**config.mk**
```make
export PLATFORM = sky130hd
export DESIGN_NAME = aes_key_expand_seq_flat
export DESIGN_NICKNAME = d
export VERILOG_FILES = /design/src/rtl/aes_pkg.sv /design/src/rtl/aes_key_expand_seq_if.sv /design/src/rtl/aes_sbox_word.sv /design/src/rtl/aes_key_expand_seq.sv /design/src/flat_wrapper.sv
export SDC_FILE = /design/constraint.sdc
export NUM_CORES = 2
export LEC_CHECK = 0
export ABC_AREA = 1
export CAP_MARGIN = 5
export CORE_AREA = 4 4 598 600
export DETAILED_ROUTE_END_ITERATION = 10
export DIE_AREA = 0 0 602 604
export GPL_ROUTABILITY_DRIVEN = 0
export PLACE_DENSITY_LB_ADDON = 0.08
export RECOVER_POWER = 25
export SETUP_SLACK_MARGIN = 0.02
export SLEW_MARGIN = 40
export SYNTH_ARGS = -nofsm -noshare
export SYNTH_HDL_FRONTEND = slang
export SYNTH_SLANG_ARGS = --single-unit
```
**constraint.sdc**
```tcl
create_clock -name clk -period 10.7 [get_ports clk]
set_clock_uncertainty 0.15 [all_clocks]
set_input_delay 2.14 -clock clk [delete_from_list [all_inputs] [get_ports clk]]
set_output_delay 2.14 -clock clk [all_outputs]
set_load 0.005 [all_outputs]
```
**src/rtl/aes_pkg.sv**
```systemverilog
// Shared AES constants and helpers: S-box table, xtime, Rcon seed, legal
// parameter triples and the key-expansion FSM state type.
package aes_pkg;

    typedef enum logic [1:0] {
        IDLE,
        EXPAND,
        DONE
    } state_t;

    localparam logic [7:0] RCON_INIT = 8'h01;

    // Row-major S-box, entry 0 in the top byte
    localparam logic [2047:0] SBOX_TABLE = {
        128'h637c777bf26b6fc53001672bfed7ab76,
        128'hca82c97dfa5947f0add4a2af9ca472c0,
        128'hb7fd9326363ff7cc34a5e5f171d83115,
        128'h04c723c31896059a071280e2eb27b275,
        128'h09832c1a1b6e5aa0523bd6b329e32f84,
        128'h53d100ed20fcb15b6acbbe394a4c58cf,
        128'hd0efaafb434d338545f9027f503c9fa8,
        128'h51a3408f929d38f5bcb6da2110fff3d2,
        128'hcd0c13ec5f974417c4a77e3d645d1973,
        128'h60814fdc222a908846eeb814de5e0bdb,
        128'he0323a0a4906245cc2d3ac629195e479,
        128'he7c8376d8dd54ea96c56f4ea657aae08,
        128'hba78252e1ca6b4c6e8dd741f4bbd8b8a,
        128'h703eb5664803f60e613557b986c11d9e,
        128'he1f8981169d98e949b1e87e9ce5528df,
        128'h8ca1890dbfe6426841992d0fb054bb16
    };

    function automatic logic [7:0] sbox(input logic [7:0] b);
        return SBOX_TABLE[2047 - 8*int'(b) -: 8];
    endfunction

    function automatic logic [7:0] xtime(input logic [7:0] b);
        return {b[6:0], 1'b0} ^ (b[7] ? 8'h1b : 8'h00);
    endfunction

    function automatic bit legal_params(input int key_len, input int nr, input int nk);
        return (key_len == 128 && nr == 10 && nk == 4) ||
               (key_len == 192 && nr == 12 && nk == 6) ||
               (key_len == 256 && nr == 14 && nk == 8);
    endfunction

endpackage

```
**src/rtl/aes_key_expand_seq_if.sv**
```systemverilog
// Start/busy/valid handshake and round-key bus between key-schedule generator and its user.
interface aes_key_expand_seq_if #(
    parameter int KEY_LEN = 128,
    parameter int NR      = 10
);
    logic                      start_i;
    logic [KEY_LEN-1:0]        key_i;
    logic                      busy_o;
    logic                      valid_o;
    logic [128*(NR+1)-1:0]     round_keys_o;

    modport master (
        output start_i, key_i,
        input  busy_o, valid_o, round_keys_o
    );

    modport slave (
        input  start_i, key_i,
        output busy_o, valid_o, round_keys_o
    );
endinterface

```
**src/rtl/aes_sbox_word.sv**
```systemverilog
// Combinational SubWord: four parallel S-box lookups on a 32-bit word.
module aes_sbox_word
    import aes_pkg::*;
(
    input  logic [31:0] i_word,
    output logic [31:0] o_word
);
    assign o_word = {sbox(i_word[31:24]), sbox(i_word[23:16]),
                     sbox(i_word[15:8]),  sbox(i_word[7:0])};
endmodule

```
**src/rtl/aes_key_expand_seq.sv**
```systemverilog
// Sequential FIPS-197 key schedule: one 32-bit word per clock through a single
// SubWord path, full schedule held on a flat bus until the next accepted key.
module aes_key_expand_seq
    import aes_pkg::*;
#(
    parameter int KEY_LEN = 128,
    parameter int NR      = 10,
    parameter int NK      = 4
) (
    input logic                 clk,
    input logic                 rst_n,
    aes_key_expand_seq_if.slave bus
);
    localparam int NW = 4*(NR+1);
    localparam int IW = 6;

    generate
        if (!legal_params(KEY_LEN, NR, NK)) begin : g_bad_params
            $error("aes_key_expand_seq: illegal (KEY_LEN, NR, NK) triple");
        end
    endgenerate

    state_t         r_state;
    state_t         w_state_nxt;
    logic [31:0]    r_w [NW];
    logic [IW-1:0]  r_i;
    logic [2:0]     r_m;
    logic [7:0]     r_rcon;

    logic           w_accept;
    logic [31:0]    w_prev;
    logic [31:0]    w_back;
    logic [31:0]    w_sub_in;
    logic [31:0]    w_sub_out;
    logic [31:0]    w_temp;
    logic [31:0]    w_new;

    // A start during EXPAND is deliberately invisible to both FSM and datapath
    assign w_accept = bus.start_i && (r_state != EXPAND);

    always_ff @(posedge clk or negedge rst_n) begin
        if (!rst_n) r_state <= IDLE;
        else        r_state <= w_state_nxt;
    end

    always_comb begin
        w_state_nxt = r_state;
        case (r_state)
            IDLE, DONE: if (w_accept) w_state_nxt = EXPAND;
            EXPAND:     if (r_i == IW'(NW-1)) w_state_nxt = DONE;
            default:    w_state_nxt = IDLE;
        endcase
    end

    assign w_prev   = r_w[r_i - 1'b1];
    assign w_back   = r_w[r_i - IW'(NK)];
    assign w_sub_in = (r_m == 3'd0) ? {w_prev[23:0], w_prev[31:24]} : w_prev;

    aes_sbox_word u_sbox (
        .i_word (w_sub_in),
        .o_word (w_sub_out)
    );

    always_comb begin
        w_temp = w_prev;
        if (r_m == 3'd0)
            w_temp = w_sub_out ^ {r_rcon, 24'h0};
        else if (NK > 6 && r_m == 3'd4)
            w_temp = w_sub_out;
    end

    assign w_new = w_back ^ w_temp;

    always_ff @(posedge clk or negedge rst_n) begin
        if (!rst_n) begin
            for (int j = 0; j < NW; j++) r_w[j] <= '0;
            r_i    <= '0;
            r_m    <= '0;
            r_rcon <= RCON_INIT;
        end else if (w_accept) begin
            for (int j = 0; j < NK; j++) r_w[j] <= bus.key_i[KEY_LEN-1-32*j -: 32];
            r_i    <= IW'(NK);
            r_m    <= '0;
            r_rcon <= RCON_INIT;
        end else if (r_state == EXPAND) begin
            r_w[r_i] <= w_new;
            r_i      <= r_i + 1'b1;
            r_m      <= (r_m == 3'(NK-1)) ? 3'd0 : r_m + 3'd1;
            if (r_m == 3'd0) r_rcon <= xtime(r_rcon);
        end
    end

    assign bus.busy_o  = (r_state == EXPAND);
    assign bus.valid_o = (r_state == DONE);

    generate
        for (genvar j = 0; j < NW; j++) begin : g_flat
            assign bus.round_keys_o[32*(NW-j)-1 -: 32] = r_w[j];
        end
    endgenerate

endmodule

```
**src/flat_wrapper.sv**
```systemverilog
// flat-port wrapper written by rule: the top's interface ports become plain ports
module aes_key_expand_seq_flat import aes_pkg::*;
#(
    parameter int KEY_LEN = 128,
    parameter int NR      = 10,
    parameter int NK      = 4
)
  (clk, rst_n, bus_start_i, bus_key_i, bus_busy_o, bus_valid_o, bus_round_keys_o);
  aes_key_expand_seq_if #(.KEY_LEN(KEY_LEN), .NR(NR)) bus_i ();
  input logic clk;
  input logic rst_n;
  input wire logic [$bits(bus_i.start_i)-1:0] bus_start_i;
  input wire logic [$bits(bus_i.key_i)-1:0] bus_key_i;
  output wire logic [$bits(bus_i.busy_o)-1:0] bus_busy_o;
  output wire logic [$bits(bus_i.valid_o)-1:0] bus_valid_o;
  output wire logic [$bits(bus_i.round_keys_o)-1:0] bus_round_keys_o;
  assign bus_i.start_i = bus_start_i;
  assign bus_i.key_i = bus_key_i;
  assign bus_busy_o = bus_i.busy_o;
  assign bus_valid_o = bus_i.valid_o;
  assign bus_round_keys_o = bus_i.round_keys_o;
  aes_key_expand_seq #(.KEY_LEN(KEY_LEN), .NR(NR), .NK(NK)) u_core (.clk(clk), .rst_n(rst_n), .bus(bus_i));
endmodule
```
==> run metrics <==
most frequent CP cell=nand3_1; Slew HR=-3.70; Mapped Area=approximately 95000 sq um; Initial Util=0.269; crit path kind=flop to flop; core area=between 300000 and 400000 sq um; Net Count, Synth=roughly 14000; WP data arrival=9540 ps; CTS root buffer=clkbuf_16; clk buf depth=4; drt first pass iters=8; vias in the first global route=109000; period utilization=0.825; drt drc=0; Required @ worst endpoint=11410 ps; WL/cell=between 40 and 50 um; H-tree depth=4; die span in x=602 um; final setup TNS=0 ps; RSZ-0062 raised after global routing=no; post-CTS resize count=0; ranking of synthesized cells by area=dfrtp_1, nand2_1, nand3_1; Die Footprint=roughly 360000 sq um; measured slew at the worst slew-check pin=7040 ps; max incr delay on CP=720 ps; CP max FO=72; synthesis warning total=0; CTS Hold Buffers Added=0; syn_area_per_cell=around 6.7 sq um; Worst-Skew Late Latency=about 1000 ps; post-synthesis cell type count=62; HPWL reported at the end of detailed placement=556 mm; routed wire length=about 810 mm; CP max-delay cell=clkinv_8; max cap viols=6; initial antenna violation count=61; violated checks=max-capacitance violations, max-slew violations; Max Slew Vio Count=366; global-route wire length before repair=1060 mm; 1st-iter DRT viols=approximately 19000; Synth area leader=dfrtp_1; fill cell total of the finished layout=38100; GRT Resource Usage Total=0.422; synthesized flop and latch total=1427; Async SR Flop Fraction=1.00; gr ovfl total=0; Tmin final=roughly 8800 ps; CTS tree=done; CTS clk-pin slew, worst paths=60 ps; Max Fclk=around 110 MHz; Post-CTS Setup Repair Bufs=0; IO Count=~1500; type of origin of the critical path=flop; status=finished with violations; num rows=218; CTS Buf Count=slightly below 200; largest net degree at the start of global routing=152; Hold Violations, Final=0; Vert. Die Dim=just over 600 um; Synth Flop Type=dfrtp_1; Final Setup Violations=0; Synth top area share=0.376; Hold WC Path Type=flop to flop; Post-synth EDFFs=0; DR vias=119000; Avg Vias per Cell=roughly 6; Area Growth Syn to Fin=27.5%; Seq/Total Area, Yosys=0.376; Port Buffers=~1500; share of layout cells above drive strength 1=0.0659; # nets final=15200; antenna-violating nets left=0; Post-Syn Instances=14100; CP Capture Type=flop; clk sinks=1427
-- critical path: cells and delay by family, from the launching register on --
kind / cells / cell delay, ps
AO/OA/AOI/OAI: 1 / 690
adder cells (fa/ha/maj): 2 / 480
buffers and inverters: 5 / 2280
flip-flops: 1 / 520
AND/OR/NAND/NOR: 19 / 4250
-- logic make-up after synthesis --
group,Yosys count,share of synthesized area
AND/OR/NAND/NOR,8772,0.400
buffers and inverters,2019,0.0995
AO/OA/AOI/OAI,1789,0.115
flip-flops,1427,0.376
adder cells (fa/ha/maj),63,0.00831
XOR/XNOR,4,0.000369
-- layout by cell type (no fill, tap or decap), drive strengths merged, types with 17 or more instances in the layout --
cell type and count:
a21oi 375, a221oi 81, a22oi 60, a32o 17, buf 351, clkbuf 312, clkdlybuf4s50 1538, clkinv 44
dfrtp 1426, diode 18, ha 63, inv 803, nand2 4945, nand3 3325, nand4 37, nor2 347
nor3 62, nor4 25, o2111ai 69, o211ai 155, o21ai 602, o221ai 36, o22ai 328
-- through the flow --
step	hold WS (ps)	instances	util	cell area [sq um]	worst slack [ps]
after CTS	357	19800	0.343	121000	2290
after global placement	341	19500	0.322	113000	2310
after detailed placement	343	19500	0.325	114000	2350
after floorplan	308	14100	-	94900	5430
after global routing	379	19800	0.343	121000	968
final	357	19900	0.344	121000	1870
-- flip-flops by register name, indices dropped and copies added (netlist names) --
register                 count
u_core.r_i                   6
u_core.r_state               2
u_core.r_m                   3
u_core.r_rcon                8
u_core.bus.round_keys_o   1408
-- area by class of cell --
type / count / area [sq um] / area share
clock inverter: 43 / 558 / 0.00461
antenna: 18 / 45.0 / 0.000372
inverter: 811 / 3150 / 0.0261
sequential: 1427 / 35700 / 0.295
tap: 4730 / 5920 / 0.0489
clock buffer: 302 / 5840 / 0.0482
timing repair buffer: 1901 / 19100 / 0.157
multi-input combinational: 10600 / 50700 / 0.419
-- synthesized netlist by cell type (all sizes together) (17+ instances only) --
library cell and count:
ha 63, o22ai 328, o21ai 602, nand4 37, nor2 347, clkbuf 400, a32o 17, buf 808
nor4 25, a221oi 81, a21oi 375, o221ai 36, nand3 3325, a22oi 60, inv 807, o211ai 155
nand2 4945, o2111ai 69, dfrtp 1426, nor3 62
-- layer usage --
layer / up-vias / GRT usage / share of wire
li1: 49000 / - / -
met3: 2162 / 0.146 / 0.12
met1: 58800 / 0.528 / 0.38
met4: 20 / 0.325 / 0.096
met2: 9349 / 0.593 / 0.40
met5: - / 0 / 0.00018
-- path summary, 6_finish.rpt --
kind	from	to	slack [ps]	depth (start not counted)
setup / recovery	u_core.r_i[0]	u_core.bus.round_keys_o[1323]	1870	27
hold / removal	u_core.r_state[0]	u_core.r_state[0]	360	1
setup reg to reg	u_core.r_i[0]	u_core.bus.round_keys_o[1323]	1870	27
hold reg to reg	u_core.r_state[0]	u_core.r_state[0]	360	1
max in group asynchronous	rst_n	u_core.r_rcon[4]	1900	3
min in group asynchronous	rst_n	u_core.bus.round_keys_o[690]	3990	1
Power is left out: the tool's default activity adds up to more than one toggle a clock period on the data nets, which glitch-free logic cannot reach.
